[src/rtl/rr_grant_scheduler.sv]
// Four-requester round-robin scheduler with bounded hold and one dead cycle between grants.
// Outputs registered: grant one cycle after request sampled; no backpressure, owner keeps it by holding req.
module rr_grant_scheduler #(
   parameter int unsigned MAX_HOLD = 8
) (
   input  logic       clock,
   input  logic       reset,
   input  logic [3:0] req,
   output logic [3:0] gnt,
   output logic       gnt_valid,
   output logic [1:0] gnt_id,
   output logic       timeout
);

   typedef enum logic [1:0] {
      IDLE    = 2'd0,
      GRANT   = 2'd1,
      RELEASE = 2'd2
   } state_t;

   localparam logic [7:0] MAX_HOLD_C = 8'(MAX_HOLD);

   state_t     state_q, state_d;
   logic [1:0] owner_q, owner_d;
   logic [1:0] last_q, last_d;
   logic [7:0] hold_cnt_q, hold_cnt_d;
   logic [3:0] gnt_d;
   logic       timeout_d;
   logic [1:0] winner;
   logic [1:0] scan_idx;
   logic       found;
   logic       limit_hit;

   // Scan starts just past the previous winner so it ranks last.
   always_comb begin
      winner   = 2'd0;
      found    = 1'b0;
      scan_idx = 2'd0;
      for (int k = 0; k < 4; k++) begin
         scan_idx = last_q + 2'd1 + 2'(k);
         if (!found && req[scan_idx]) begin
            winner = scan_idx;
            found  = 1'b1;
         end
      end
   end

   assign limit_hit = (MAX_HOLD != 0) && (hold_cnt_q == MAX_HOLD_C);

   always_comb begin
      state_d    = state_q;
      owner_d    = owner_q;
      last_d     = last_q;
      hold_cnt_d = hold_cnt_q;
      timeout_d  = 1'b0;
      case (state_q)
         IDLE, RELEASE: begin
            if (found) begin
               state_d    = GRANT;
               owner_d    = winner;
               last_d     = winner;
               hold_cnt_d = 8'd1;
            end else begin
               state_d = IDLE;
            end
         end
         GRANT: begin
            if (!req[owner_q]) begin
               state_d = RELEASE;
            end else if (limit_hit) begin
               state_d   = RELEASE;
               timeout_d = 1'b1;
            end else if (hold_cnt_q != 8'hFF) begin
               hold_cnt_d = hold_cnt_q + 8'd1;
            end
         end
         default: begin
            state_d    = IDLE;
            owner_d    = 2'd0;
            last_d     = 2'd3;
            hold_cnt_d = 8'd0;
         end
      endcase
      gnt_d = (state_d == GRANT) ? (4'b0001 << owner_d) : 4'b0000;
   end

   always_ff @(posedge clock) begin
      if (reset) begin
         state_q    <= IDLE;
         owner_q    <= 2'd0;
         last_q     <= 2'd3;
         hold_cnt_q <= 8'd0;
         gnt        <= 4'b0000;
         gnt_valid  <= 1'b0;
         gnt_id     <= 2'd0;
         timeout    <= 1'b0;
      end else begin
         state_q    <= state_d;
         owner_q    <= owner_d;
         last_q     <= last_d;
         hold_cnt_q <= hold_cnt_d;
         gnt        <= gnt_d;
         gnt_valid  <= (state_d == GRANT);
         gnt_id     <= owner_d;
         timeout    <= timeout_d;
      end
   end

endmodule

[config.mk]
export PLATFORM = sky130hd
export DESIGN_NAME = rr_grant_scheduler
export DESIGN_NICKNAME = d
export VERILOG_FILES = /design/src/rtl/rr_grant_scheduler.sv
export SDC_FILE = /design/constraint.sdc
export NUM_CORES = 1
export LEC_CHECK = 0
export CORE_ASPECT_RATIO = 1.75
export CORE_MARGIN = 8
export CORE_UTILIZATION = 45
export CTS_CLUSTER_SIZE = 40
export DETAILED_ROUTE_END_ITERATION = 8
export PLACE_DENSITY = 0.78
export SETUP_SLACK_MARGIN = 0.15
export SYNTH_ARGS = -nofsm -noshare
export SYNTH_HDL_FRONTEND = slang
export SYNTH_SLANG_ARGS = --single-unit
[constraint.sdc]
create_clock -name clock -period 2.8 [get_ports clock]
set_clock_uncertainty 0.2 [all_clocks]
set_input_delay 0.56 -clock clock [delete_from_list [all_inputs] [get_ports clock]]
set_output_delay 0.56 -clock clock [all_outputs]
set_load 0.01 [all_outputs]
# After elaboration in Yosys (flattened, before gate mapping)
# Index checks and enable logic that the tools add are counted.
# W data, S select, Z words.
totals:
  out_inout_bits: 8
  elab_cells: 74
  register_bits: 20
classes:
  n_bitwise: 3
  mux: 32
  n_lt_le_gt_ge: 5
  n_reduce_logical: 12
  n_shift: 1
  n_eq_ne: 9
  n_addsub: 5
ops:
  columns: ["operator", "n"]
  rows:
  - ["$mux W8", 4]
  - ["$mux W2", 8]
  - ["$pmux W8 S2", 1]
  - ["$lt A2 B3 Y1 const B", 5]
  - ["$pmux W2 S2", 3]
  - ["$mux W1", 11]
  - ["$bmux W1 S2", 5]
  - ["$add A8 B1 Y8 const B", 1]
  - ["$eq A8 B4 Y1 const B", 1]
  - ["$ne A2 B2 Y1 const B", 4]
  - ["$ne A8 B8 Y1 const B", 1]
  - ["$add A2 B1 Y2 const B", 2]
  - ["$add A2 B2 Y2 const B", 2]
  - ["$eq A2 B1 Y1 const B", 2]
  - ["$reduce_and A4 Y1", 1]
  - ["$reduce_or A2 Y1", 2]
  - ["$shl A1 B2 Y4 const A", 1]
  - ["$logic_and A1 B1 Y1", 3]
  - ["$logic_not A1 Y1", 3]
  - ["$not A1 Y1", 3]
  - ["$reduce_or A3 Y1", 1]
  - ["$eq A2 B2 Y1 const B", 1]
  - ["$logic_not A2 Y1", 1]
  - ["$reduce_and A2 Y1", 1]

# Depth between registers and ports, before layout
logic_depth:
  depth_word: 18
  ltp_mapped: 8
  mapped_depth_nobuf: 8

# Worst setup path after synthesis
# OpenSTA, ideal clock, no wires.
synth_path:
  path_kind: "in2reg"
  start: "input req[2]"
  end: "register gnt[0]"
  path_slack_ns: 0.779
  n_path_buf: 0
  t_arrival_ns: 1.706
  setup_time_ns: 0.116
  cell_stages: 5
  path_cell_list: "or4_4 nand2b_1 nand2_1 o2bb2ai_1 and3b_1"
synth_between:
  elab_chain_len: 17
synth_lines:
  columns: ["element", "line", "rtl"]
  rows:
  - ["start: declaration", "8", "input logic [3:0] req,"]
  - ["$bmux W1 S2", "41", "if (!found && req[scan_idx]) begin"]
  - ["$mux W1 (implied by the code)", "41", null]
  - ["$mux W1", "41", null]
  - ["$logic_not A1 Y1", "41", null]
  - ["$logic_and A1 B1 Y1", "41", null]
  - ["$mux W1", "41", null]
  - ["$logic_not A1 Y1", "41", null]
  - ["$logic_and A1 B1 Y1", "41", null]
  - ["$mux W1", "41", null]
  - ["$logic_not A1 Y1", "41", null]
  - ["$logic_and A1 B1 Y1", "41", null]
  - ["$mux W1", "41", null]
  - ["$mux W1", "58", "if (found) begin"]
  - ["$pmux W2 S2", "56", "case (state_q)"]
  - ["$eq A2 B1 Y1", "84", "gnt_d = (state_d == GRANT) ? (4'b0001 << owner_d) : 4'b0000;"]
  - ["$not A1 Y1 (no line)", null, null]
  - ["$reduce_or A2 Y1 (no line)", null, null]
  - ["end signal: assignment", "102", "gnt <= gnt_d;"]
  - ["end: declaration", "9", "output logic [3:0] gnt,"]
# Parallel ways exist; a longest one is shown, timed or not. The select of a mux whose other input is x is not followed.
# A chain may end at the register's enable or synchronous reset.

# Final worst setup path
layout_path:
  start: "input req[1]"
  end: "register gnt[0]"
# Same word-level chain as after synthesis.

==> flow_metrics.env <==
export IMPL_post_dp_cell_area_sq_um=1190
export IMPL_ys_seq_elements=20
export IMPL_hold_class="register to register"
export IMPL_fin_nets=140
export IMPL_cts_made_buffers=3
export IMPL_tritoncts="built"
export IMPL_wirelength_um=2480
export IMPL_synth_seq_area_share=0.388
export IMPL_cp_top_family="simple AND/OR/NAND/NOR gates"
export IMPL_drive_gt1_frac=0.145
export IMPL_grt_max_degree=13
export IMPL_die_area_sq_um=4140
export IMPL_crit_required_ns=2.76
export IMPL_finalNonFillerCells=156
export IMPL_place_congestion=0.824
export IMPL_first_pass_iters=4
export IMPL_initial_core_util=0.459
export IMPL_grt_total_usage=0.133
export IMPL_port_buffers=13
export IMPL_cts_buffer_depth=2
export IMPL_avgSynthCellArea_sq_um=8.97
export IMPL_clkSinkCount=20
export IMPL_synth_ff_type="dfxtp_1"
export IMPL_overflow=0
export IMPL_final_cell_area_sq_um=1250
export IMPL_yosysTopAreaCellShare=0.388
export IMPL_htreeDepth=1
export IMPL_die_w_um=52.2
export IMPL_grt_pass1_wl_um=4220
export IMPL_status="completed"
export IMPL_fin_crit_ns=2.37
export IMPL_grt_pass1_vias=983
export IMPL_fmax_mhz=421
export IMPL_layout_commonest_cell="dfxtp_1"
export IMPL_rsz0062_at_grt="false"
export IMPL_antenna_found_initial=0
export IMPL_hold_viol=0
export IMPL_fill_cells=204
export IMPL_core_sq_um=2240
export IMPL_period_share=0.848
export IMPL_final_cell_mix="dfxtp_1 (20), clkdlybuf4s50_1 (13), nand2_1 (11)"
export IMPL_ys_types=41
export IMPL_tns_ns=0
export IMPL_synthArstFlopShare=0
export IMPL_max_slew_margin=0.670
export IMPL_multi_input_area_sq_um=588
export IMPL_crit_chain="clkdlybuf4s50_1 > or4_4 > nand2b_1 > nand2_1 > o2bb2ai_1 > and3b_1"
export IMPL_yosysWarnings=0
export IMPL_synthCells=115
export IMPL_synth_area_leaders="dfxtp_1 (39%), nand2_1 (4.0%), nand2b_1 (3.6%)"
export IMPL_slowest_stage="or4_4"
export IMPL_detailed_place_hpwl_um=1910
export IMPL_dr_total_vias=935
export IMPL_synth_edf_count=0
export IMPL_final_max_slew_violation_count=0
export IMPL_die_h_um=79.3
export IMPL_p_leak_nw=0.500
export IMPL_clk_latency_ns=0.27
export IMPL_critPathMaxStageDelay_ns=0.55
export IMPL_area_growth_pct=21.2
export IMPL_synth_nets=123
export IMPL_num_rows=23
export IMPL_ioPinCount=14
export IMPL_worstSetupPathType="input pin to register"
export IMPL_worstPathArrival_ns=2.33
export IMPL_crit_buf_inv=1
export IMPL_drtAntennaViolNets=0
export IMPL_drt_iter0_markers=39
export IMPL_register_area_sq_um=400
export IMPL_root_buffer="clkbuf_8"
export IMPL_cts_setup_buffers=0
export IMPL_end_kind="register"
export IMPL_worstMarginPinSlew_ns=0.494
export IMPL_path_max_fanout=7
export IMPL_utilization=0.557
export IMPL_post_cts_resized=0
export IMPL_p_per_area_nw_per_um2=563
export IMPL_num_antenna_cells=0
export IMPL_synth_top_cell_by_area="dfxtp_1"
export IMPL_setup_viol=0
export IMPL_drc=0
export IMPL_drt_wirelength_per_cell_um=15.9
export IMPL_vias_per_cell=5.99
export IMPL_ir_drop_mv=0.355
export IMPL_placed_cells=152
export IMPL_path_clk_slew_ns=0.07
export IMPL_cap_viol_max_count=0
export IMPL_synth_area_sq_um=1030
export IMPL_crit_path_start_kind="input pin"
export IMPL_postCtsHoldBufs=0
-- state kept, by name, indices dropped and copies added, names as in the netlist --
| name | count |
|---|---|
| gnt_valid | 1 |
| owner_q | 2 |
| timeout | 1 |
| hold_cnt_q | 8 |
| gnt | 4 |
| state_q | 2 |
| last_q | 2 |
-- final timing paths --
kind                                            startpoint                         end  slack [ns]  cells after the start
worst min-delay path            hold_cnt_q[1]$_SDFFE_PP0P_  hold_cnt_q[1]$_SDFFE_PP0P_        0.31                      2
worst min register to register  hold_cnt_q[1]$_SDFFE_PP0P_  hold_cnt_q[1]$_SDFFE_PP0P_        0.31                      2
worst max register to register  hold_cnt_q[0]$_SDFFE_PP0P_  hold_cnt_q[5]$_SDFFE_PP0P_        0.54                      7
worst max-delay path                                req[1]           gnt[0]$_SDFF_PP0_        0.43                      6
-- cell usage after synthesis, drive strengths merged (3+ instances only) --
cell / count
nor2: 8
nand3: 5
nand2: 12
nand2b: 6
and3: 3
a21oi: 8
o311ai: 3
nand4b: 3
o21ai: 6
nand4: 3
dfxtp: 20
inv: 8
-- area by class of cell --
cell class,instances,share of cell area
inverters,8,0.0240
repair buffers,15,0.116
multi-input cells,84,0.470
well taps,25,0.0250
flip-flops and latches,20,0.320
clock buffers,4,0.0440
-- layer usage --
metal	track usage	vias up	routed length, um
li1	-	459	-
met1	0.128	442	956
met2	0.223	27	1310
met3	0.0374	7	131
met4	0.104	0	80
met5	0	-	0
-- power by group --
part           total [W]  leakage (nW)  switching, W  internal, W
logic           0.000153         0.307     0.0000811    0.0000721
clock network   0.000223        0.0288     0.0000976     0.000126
registers       0.000327         0.164     0.0000215     0.000306
total           0.000704         0.500      0.000200     0.000503
-- tightest hold or removal path: cells and delay by family, from the launching register on --
| family | cells | cell delay, ns |
|---|---|---|
| flops | 1 | 0.35 |
| compound gates | 2 | 0.12 |
-- kinds of logic after synthesis --
logic type      Yosys count  share of synthesized area
compound gates           31                      0.244
fa+ha+maj                 2                     0.0243
buf+inv                  11                     0.0413
flops                    20                      0.388
mux                       2                     0.0316
simple gates             49                      0.271
-- through the flow --
stage	setup slack [ns]	total power (W)	hold WS, ns
2_1_floorplan	0.779	0.000427	0.259
3_3_place_gp	0.245	0.000481	0.286
3_5_place_dp	0.174	0.000487	0.299
4_1_cts	0.457	0.000709	0.309
5_1_grt	0.343	0.000741	0.334
6_report	0.426	0.000704	0.309
(Power assumes the default switching activity.)
